<file path="src/rtl/jtdd_sndcmd.sv">
// Main-CPU side of the sound command channel: queues CPU writes and hands them to the sound CPU one
// at a time (latch + irq pulse, hold until ack). Optional ack timeout: define JTDD_SNDCMD_TIMEOUT_EN.
module jtdd_sndcmd #(
  parameter int unsigned AW      = 2,
  parameter int unsigned IRQ_LEN = 16,
  parameter int unsigned TO_W    = 16
) (
  input  logic       clk,
  input  logic       rst,
  input  logic       cpu_cen,
  input  logic       wr,
  input  logic [7:0] din,
  input  logic       snd_ack,
  output logic [7:0] snd_latch,
  output logic       snd_irq,
  output logic       full,
  output logic       busy,
  output logic       ovf
);

  localparam int unsigned Depth = 2 ** AW;
  localparam int unsigned PW    = $clog2(IRQ_LEN);

  typedef enum logic [1:0] {StIdle, StPulse, StWait} state_e;

  state_e          state;
  logic [7:0]      mem [Depth];
  logic [AW-1:0]   wr_ptr, rd_ptr;
  logic [AW:0]     count;
  logic [PW-1:0]   pulse_cnt;
  logic            ack_seen;
  logic            wr_req, push, pop, to_done;

  assign full   = (count == (AW+1)'(Depth));
  assign busy   = (state != StIdle) || (count != '0);
  assign wr_req = wr && cpu_cen;
  assign pop    = (state == StIdle) && (count != '0);
  // A pop on the same edge frees a slot, so a write into a full FIFO is still accepted.
  assign push   = wr_req && (!full || pop);

`ifdef JTDD_SNDCMD_TIMEOUT_EN
  logic [TO_W-1:0] to_cnt;

  // The give-up edge is the one on which the counter turns all-ones.
  assign to_done = (state == StWait) && (&to_cnt[TO_W-1:1]) && !to_cnt[0];

  always_ff @(posedge clk) begin
    if (rst || pop) begin
      to_cnt <= '0;
    end else if (state != StIdle) begin
      to_cnt <= to_cnt + 1'b1;
    end
  end
`else
  logic unused_to_w;
  assign unused_to_w = ^TO_W;
  assign to_done     = 1'b0;
`endif

  always_ff @(posedge clk) begin
    if (push) begin
      mem[wr_ptr] <= din;
    end
  end

  always_ff @(posedge clk) begin
    if (rst) begin
      state     <= StIdle;
      wr_ptr    <= '0;
      rd_ptr    <= '0;
      count     <= '0;
      pulse_cnt <= '0;
      ack_seen  <= 1'b0;
      snd_latch <= 8'h00;
      snd_irq   <= 1'b0;
      ovf       <= 1'b0;
    end else begin
      if (push) begin
        wr_ptr <= wr_ptr + 1'b1;
      end
      if (pop) begin
        rd_ptr <= rd_ptr + 1'b1;
      end
      count <= count + (AW+1)'(push) - (AW+1)'(pop);
      if ((wr_req && full && !pop) || to_done) begin
        ovf <= 1'b1;
      end

      unique case (state)
        StIdle: begin
          if (pop) begin
            snd_latch <= mem[rd_ptr];
            snd_irq   <= 1'b1;
            pulse_cnt <= PW'(IRQ_LEN - 1);
            ack_seen  <= 1'b0;
            state     <= StPulse;
          end
        end
        StPulse: begin
          // An early ack is remembered so WAIT can leave straight away.
          if (snd_ack) begin
            ack_seen <= 1'b1;
          end
          if (pulse_cnt == '0) begin
            snd_irq <= 1'b0;
            state   <= StWait;
          end else begin
            pulse_cnt <= pulse_cnt - 1'b1;
          end
        end
        StWait: begin
          if (snd_ack || ack_seen || to_done) begin
            state <= StIdle;
          end
        end
        default: state <= StIdle;
      endcase
    end
  end

endmodule

</file>
<file path="config.mk">
export PLATFORM = sky130hd
export DESIGN_NAME = jtdd_sndcmd
export DESIGN_NICKNAME = d
export VERILOG_FILES = /design/src/rtl/jtdd_sndcmd.sv
export SDC_FILE = /design/constraint.sdc
export NUM_CORES = 1
export LEC_CHECK = 0
export ABC_AREA = 1
export CORE_UTILIZATION = 45
export CTS_BUF_LIST = sky130_fd_sc_hd__clkbuf_4 sky130_fd_sc_hd__clkbuf_8
export DETAILED_ROUTE_END_ITERATION = 10
export GPL_ROUTABILITY_DRIVEN = 0
export PLACE_DENSITY = 0.76
export SLEW_MARGIN = 10
export SYNTH_ARGS = -nofsm -noshare
export SYNTH_HDL_FRONTEND = slang
export SYNTH_SLANG_ARGS = --single-unit
</file>
<file path="constraint.sdc">
create_clock -name clk -period 3.3 [get_ports clk]
set_input_delay 0.66 -clock clk [delete_from_list [all_inputs] [get_ports clk]]
set_output_delay 0.66 -clock clk [all_outputs]
set_load 0.005 [all_outputs]
</file>
== After elaboration in Yosys (flattened, before gate mapping) ==
Memories as Yosys holds them, arrays and structs flattened. A register that Yosys moved wholly into a read port is not among the register bits.
Cells that the tools add are included.
Widths: inputs -> output; s select.

* Input bits: 13
* Flip-flop bits (word level): 16
* Memories: 1
* Output and inout port bits: 12
* Logic and storage cells: 57
* Bits in read-only memories: 0
* Latch bits: 0
* Memory bits (writable): 32

{| class="wikitable"
|+ Memories
! memory !! depth !! bits a word !! read ports !! clocked after Yosys merged registers in !! wr ports !! RTL line !! text
|-
| mem || 4 || 8 || 1 || 1 || 1 || 27 || <nowiki>logic [7:0] mem [Depth];</nowiki>
|}

* $lt $le $gt $ge: 0
* Multiply operators: 0
* $add $sub $neg: 5
* Equal/unequal tests: 8
* Bitwise logic cells: 0
* Multiplexer cells: 15
* Shifts and indexed selects: 0
* Divide/modulo/power cells: 0
* Reduce and logical (&&, ||, !) cells: 20

{| class="wikitable"
|+ Operator list
! cell !! count
|-
| $reduce_and 3->1 || 4
|-
| $ne 2x2->1 const B || 5
|-
| $mux 4 || 2
|-
| $pmux 4 s2 || 1
|-
| $mux 1 || 6
|-
| $mux 2 || 3
|-
| $pmux 2 s3 || 1
|-
| $logic_and 1x1->1 || 5
|-
| $add 2x1->2 const B || 2
|-
| $logic_not 4->1 || 1
|-
| $pmux 1 s2 || 2
|-
| $reduce_bool 2->1 || 2
|-
| $sub 4x1->4 const B || 1
|-
| $add 3x1->3 || 1
|-
| $eq 3x3->1 const B || 1
|-
| $logic_or 1x1->1 || 3
|-
| $reduce_bool 3->1 || 1
|-
| $sub 3x1->3 || 1
|-
| $eq 2x1->1 const B || 1
|-
| $eq 2x2->1 const B || 1
|-
| $logic_not 1->1 || 2
|-
| $logic_not 2->1 || 1
|-
| $reduce_and 2->1 || 1
|}

== Logic depth before layout (Yosys ltp) ==
* Depth in word-level cells: 6
* Depth in mapped cells: 11
* Depth with buffers taken out: 10

== Worst setup path after synthesis ==
No wires, ideal clock.

* Kind: input port to flip-flop
* From: input wr
* To: register count[2]
* Buffers on the path: 0
* Setup time: 78 ps
* Setup slack: 1,463 ps
* Stages: 8
* Data arrival time: 1,759 ps
* Required time: 3,222 ps
* Path through: nand2_1 > inv_1 > nand3_1 > nand2_1 > ha_1 > fa_1 > and3_1 > nor3_1

* Word-level cells in the longest chain between the ends: 4

{| class="wikitable"
|+ Ends and longest elaborated chain
! element !! RTL line !! text
|-
| from (decl) || 11 || <nowiki>input logic wr,</nowiki>
|-
| $logic_and 1x1->1 || 36 || <nowiki>assign wr_req = wr && cpu_cen;</nowiki>
|-
| $logic_and 1x1->1 || 39 || <nowiki>assign push = wr_req && (!full || pop);</nowiki>
|-
| $add 3x1->3 || 84 || <nowiki>count <= count + (AW+1)'(push) - (AW+1)'(pop);</nowiki>
|-
| $sub 3x1->3 || 84 ||
|-
| to (signal assigned) || 84 ||
|-
| to (decl) || 29 || <nowiki>logic [AW:0] count;</nowiki>
|}

Every way passes these cells.
A chain may end at the register's enable or synchronous reset.

== Final worst setup path ==
* From: register count[1]
* To: register count[2]

* Word-level cells in the longest chain between the ends: 6
* Elaborated cells on any way between the ends: 8
* Those cells by class: 2 x add/sub; 1 x eq/ne; 5 x reduce/logical

{| class="wikitable"
|+ Ends and longest elaborated chain
! element !! RTL line
|-
| $eq 3x3->1 or $reduce_bool 3->1 (tied branches) || 34, 37
|-
| $logic_not 1->1 or $logic_and 1x1->1 (tied branches) || 39, 37
|-
| $logic_or 1x1->1 || 39
|-
| $logic_and 1x1->1 || 39
|-
| $add 3x1->3 || 84
|-
| $sub 3x1->3 * || 84
|}

Every way passes the cells marked *; elsewhere a longest branch is shown, timed or not.

==> reports/metrics.yaml <==
status: "finished, final reports clean"
crit_fanout: 21
path_class: "reg2reg"
final_nets: 294
crit_arrival_ns: 2.59
layout-drive-gt1-share_pct: 5.82
final-hold-violation-count: 0
area_growth_pct: 15.9
insertion_delay_ns: 0.31
fin_crit_sh_pct: 71.5
whs_ns: 0.471
power.leakage_nw: 1.07
antenna_found_initial: 0
yosysWarnings: 0
syn_avg_cell_area_um2: 9.40
synth_area_leaders: "edfxtp_1, dfxtp_1, nor2_1"
grt_max_degree: 22
hold_start: "ack_seen"
start_util_pct: 48.4
nFillCells: 455
synth-seq-cells: 56
port_buffers: 24
drv_cap: 0
end_kind: "flop"
relSlewSlack_pct: 54.7
grt_pass1_wl_um: 6970
ant_nets: 0
powerDensity_nw_per_um2: 840
r2r-end: "count[2]"
yosysTopAreaCell: "edfxtp_1"
cts-hold-fix-buffers: 0
drt_pass1_iterations: 4
dp_hpwl_um: 2970
holdCritPathClass: "reg2reg"
num_rows: 25
cts_tree: "built"
syn_inst: 251
path_clk_slew_ns: 0.10
max_freq_mhz: 424
cts_buffers: 5
vias_per_cell: 4.89
finClkSkew_ns: 0.00801
start_kind: "flop"
postCtsSetupBuffers: 0
rsz0062_at_grt: "false"
cts_resized: 0
drt_wl_total_um: 4220
wl_per_cell_um: 12.3
drt_iter0_drc: 86
die_w_um: 74.4
cts-root-buf: "clkbuf_8"
grt_pass1_vias: 1504
h-tree-depth: 2
syn_nets: 271
seq_area_frac_synth_pct: 61.1
grt_usage_pct: 17.2
hold_path_depth: 2
synthDistinctLibCells: 22
die_area_um2: 5540
syn-cell-area_um2: 2360
required_ns: 3.53
final_cell_mix: "nor2_1, edfxtp_1, nand2_1"
hold_end: "ack_seen"
period_minus_slack_ns: 2.36
setup_tns_ns: 0
die_h_um: 74.4
drc: 0
diodes: 0
ios: 25
setup_viol: 0
cts_buffer_depth: 2
core_area_um2: 4880
final_max_slew_viol_count: 0
cts.sinks: 56
final_common_cell: "nor2_1"
irDropWorstVdd_mv: 0.397
synthDominantCellAreaShare_pct: 40.7
max_slew.worst_pin.slew_ns: 0.678
num_vias: 1673
reg2reg_depth: 10
gr-total-overflow: 0
r2r-start: "count[1]"
r2r_setup_slack_ns: 0.94
-- how the worst max path moves through the flow --
stage	start	to	slack [ns]	depth (start not counted)
global placement	wr	mem[2][7]	0.94	5
CTS	count[1]	count[2]	0.90	10
detailed placement	wr	mem[3][1]	0.87	5
finish	count[1]	count[2]	0.94	10
floorplan	wr	count[2]	1.46	8
global route	count[1]	count[2]	0.75	10
-- cell usage after synthesis (all sizes together) --
library cell / instances
a21oi: 10
a31oi: 1
and3: 1
buf: 5
clkbuf: 3
clkinv: 1
dfxtp: 24
edfxtp: 32
fa: 1
ha: 6
inv: 25
nand2: 31
nand3: 10
nand4: 2
nor2: 70
nor3: 1
o21ai: 28
-- registers in the layout, summed over array words and instances (netlist names) --
| name | count |
|---|---|
| ack_seen | 1 |
| mem | 32 |
| rd_ptr | 2 |
| snd_latch | 8 |
| ovf | 1 |
| snd_irq | 1 |
| wr_ptr | 2 |
| state | 2 |
| count | 3 |
| pulse_cnt | 4 |
-- kinds of logic after synthesis --
family / synth area share (%)
flip-flops: 61.1
adder cells (fa/ha/maj): 4.03
AO/OA/AOI/OAI: 8.32
buffers and inverters: 6.84
AND/OR/NAND/NOR: 19.7
-- worst max-delay path, stage by stage (launching register included) --
cell and delay [ns]:
dfxtp_1 0.34, inv_2 0.09, nand3_1 0.09, nand2_2 0.32
inv_1 0.28, nand2_1 0.17, nand2_1 0.07, ha_1 0.19
fa_1 0.38, and3_1 0.20, nor3_1 0.16
-- power breakdown --
group          internal [W]  switching, W  leakage (nW)
Sequential         0.000878      0.000115         0.489
Combinational      0.000355      0.000491         0.526
Clock              0.000238      0.000221        0.0592
Total               0.00147      0.000828          1.07
-- final cells by class --
cell class / count / area [um2] / area share (%)
Tap cell: 67 / 83.8 / 3.06
Multi-Input combinational cell: 161 / 757 / 27.7
Timing Repair Buffer: 24 / 240 / 8.78
Clock inverter: 2 / 38.8 / 1.42
Inverter: 26 / 97.6 / 3.57
Sequential cell: 56 / 1440 / 52.7
Clock buffer: 6 / 76.3 / 2.79
-- routing by layer --
metal | up-vias | wire (um) | global-route usage [%]
met3 | 2 | 207 | 5.28
met2 | 34 | 2030 | 28.4
met5 | - | 0 | 0
met1 | 774 | 1950 | 21.8
li1 | 863 | - | -
met4 | 0 | 23 | 5.03
-- through the flow --
stage                     util [%]  power, W  std cells  setup WS, ns  area [um2]
after global placement        53.7   0.00183        334         0.944        2620
after floorplan                  -   0.00162        251          1.46        2360
after CTS                     56.1   0.00232        342         0.904        2740
after detailed placement      53.7   0.00186        334         0.875        2620
final                         56.1   0.00230        342         0.941        2740
after global routing          56.1   0.00249        342         0.750        2740
No activity file was read; power rests on OpenSTA's default activity.
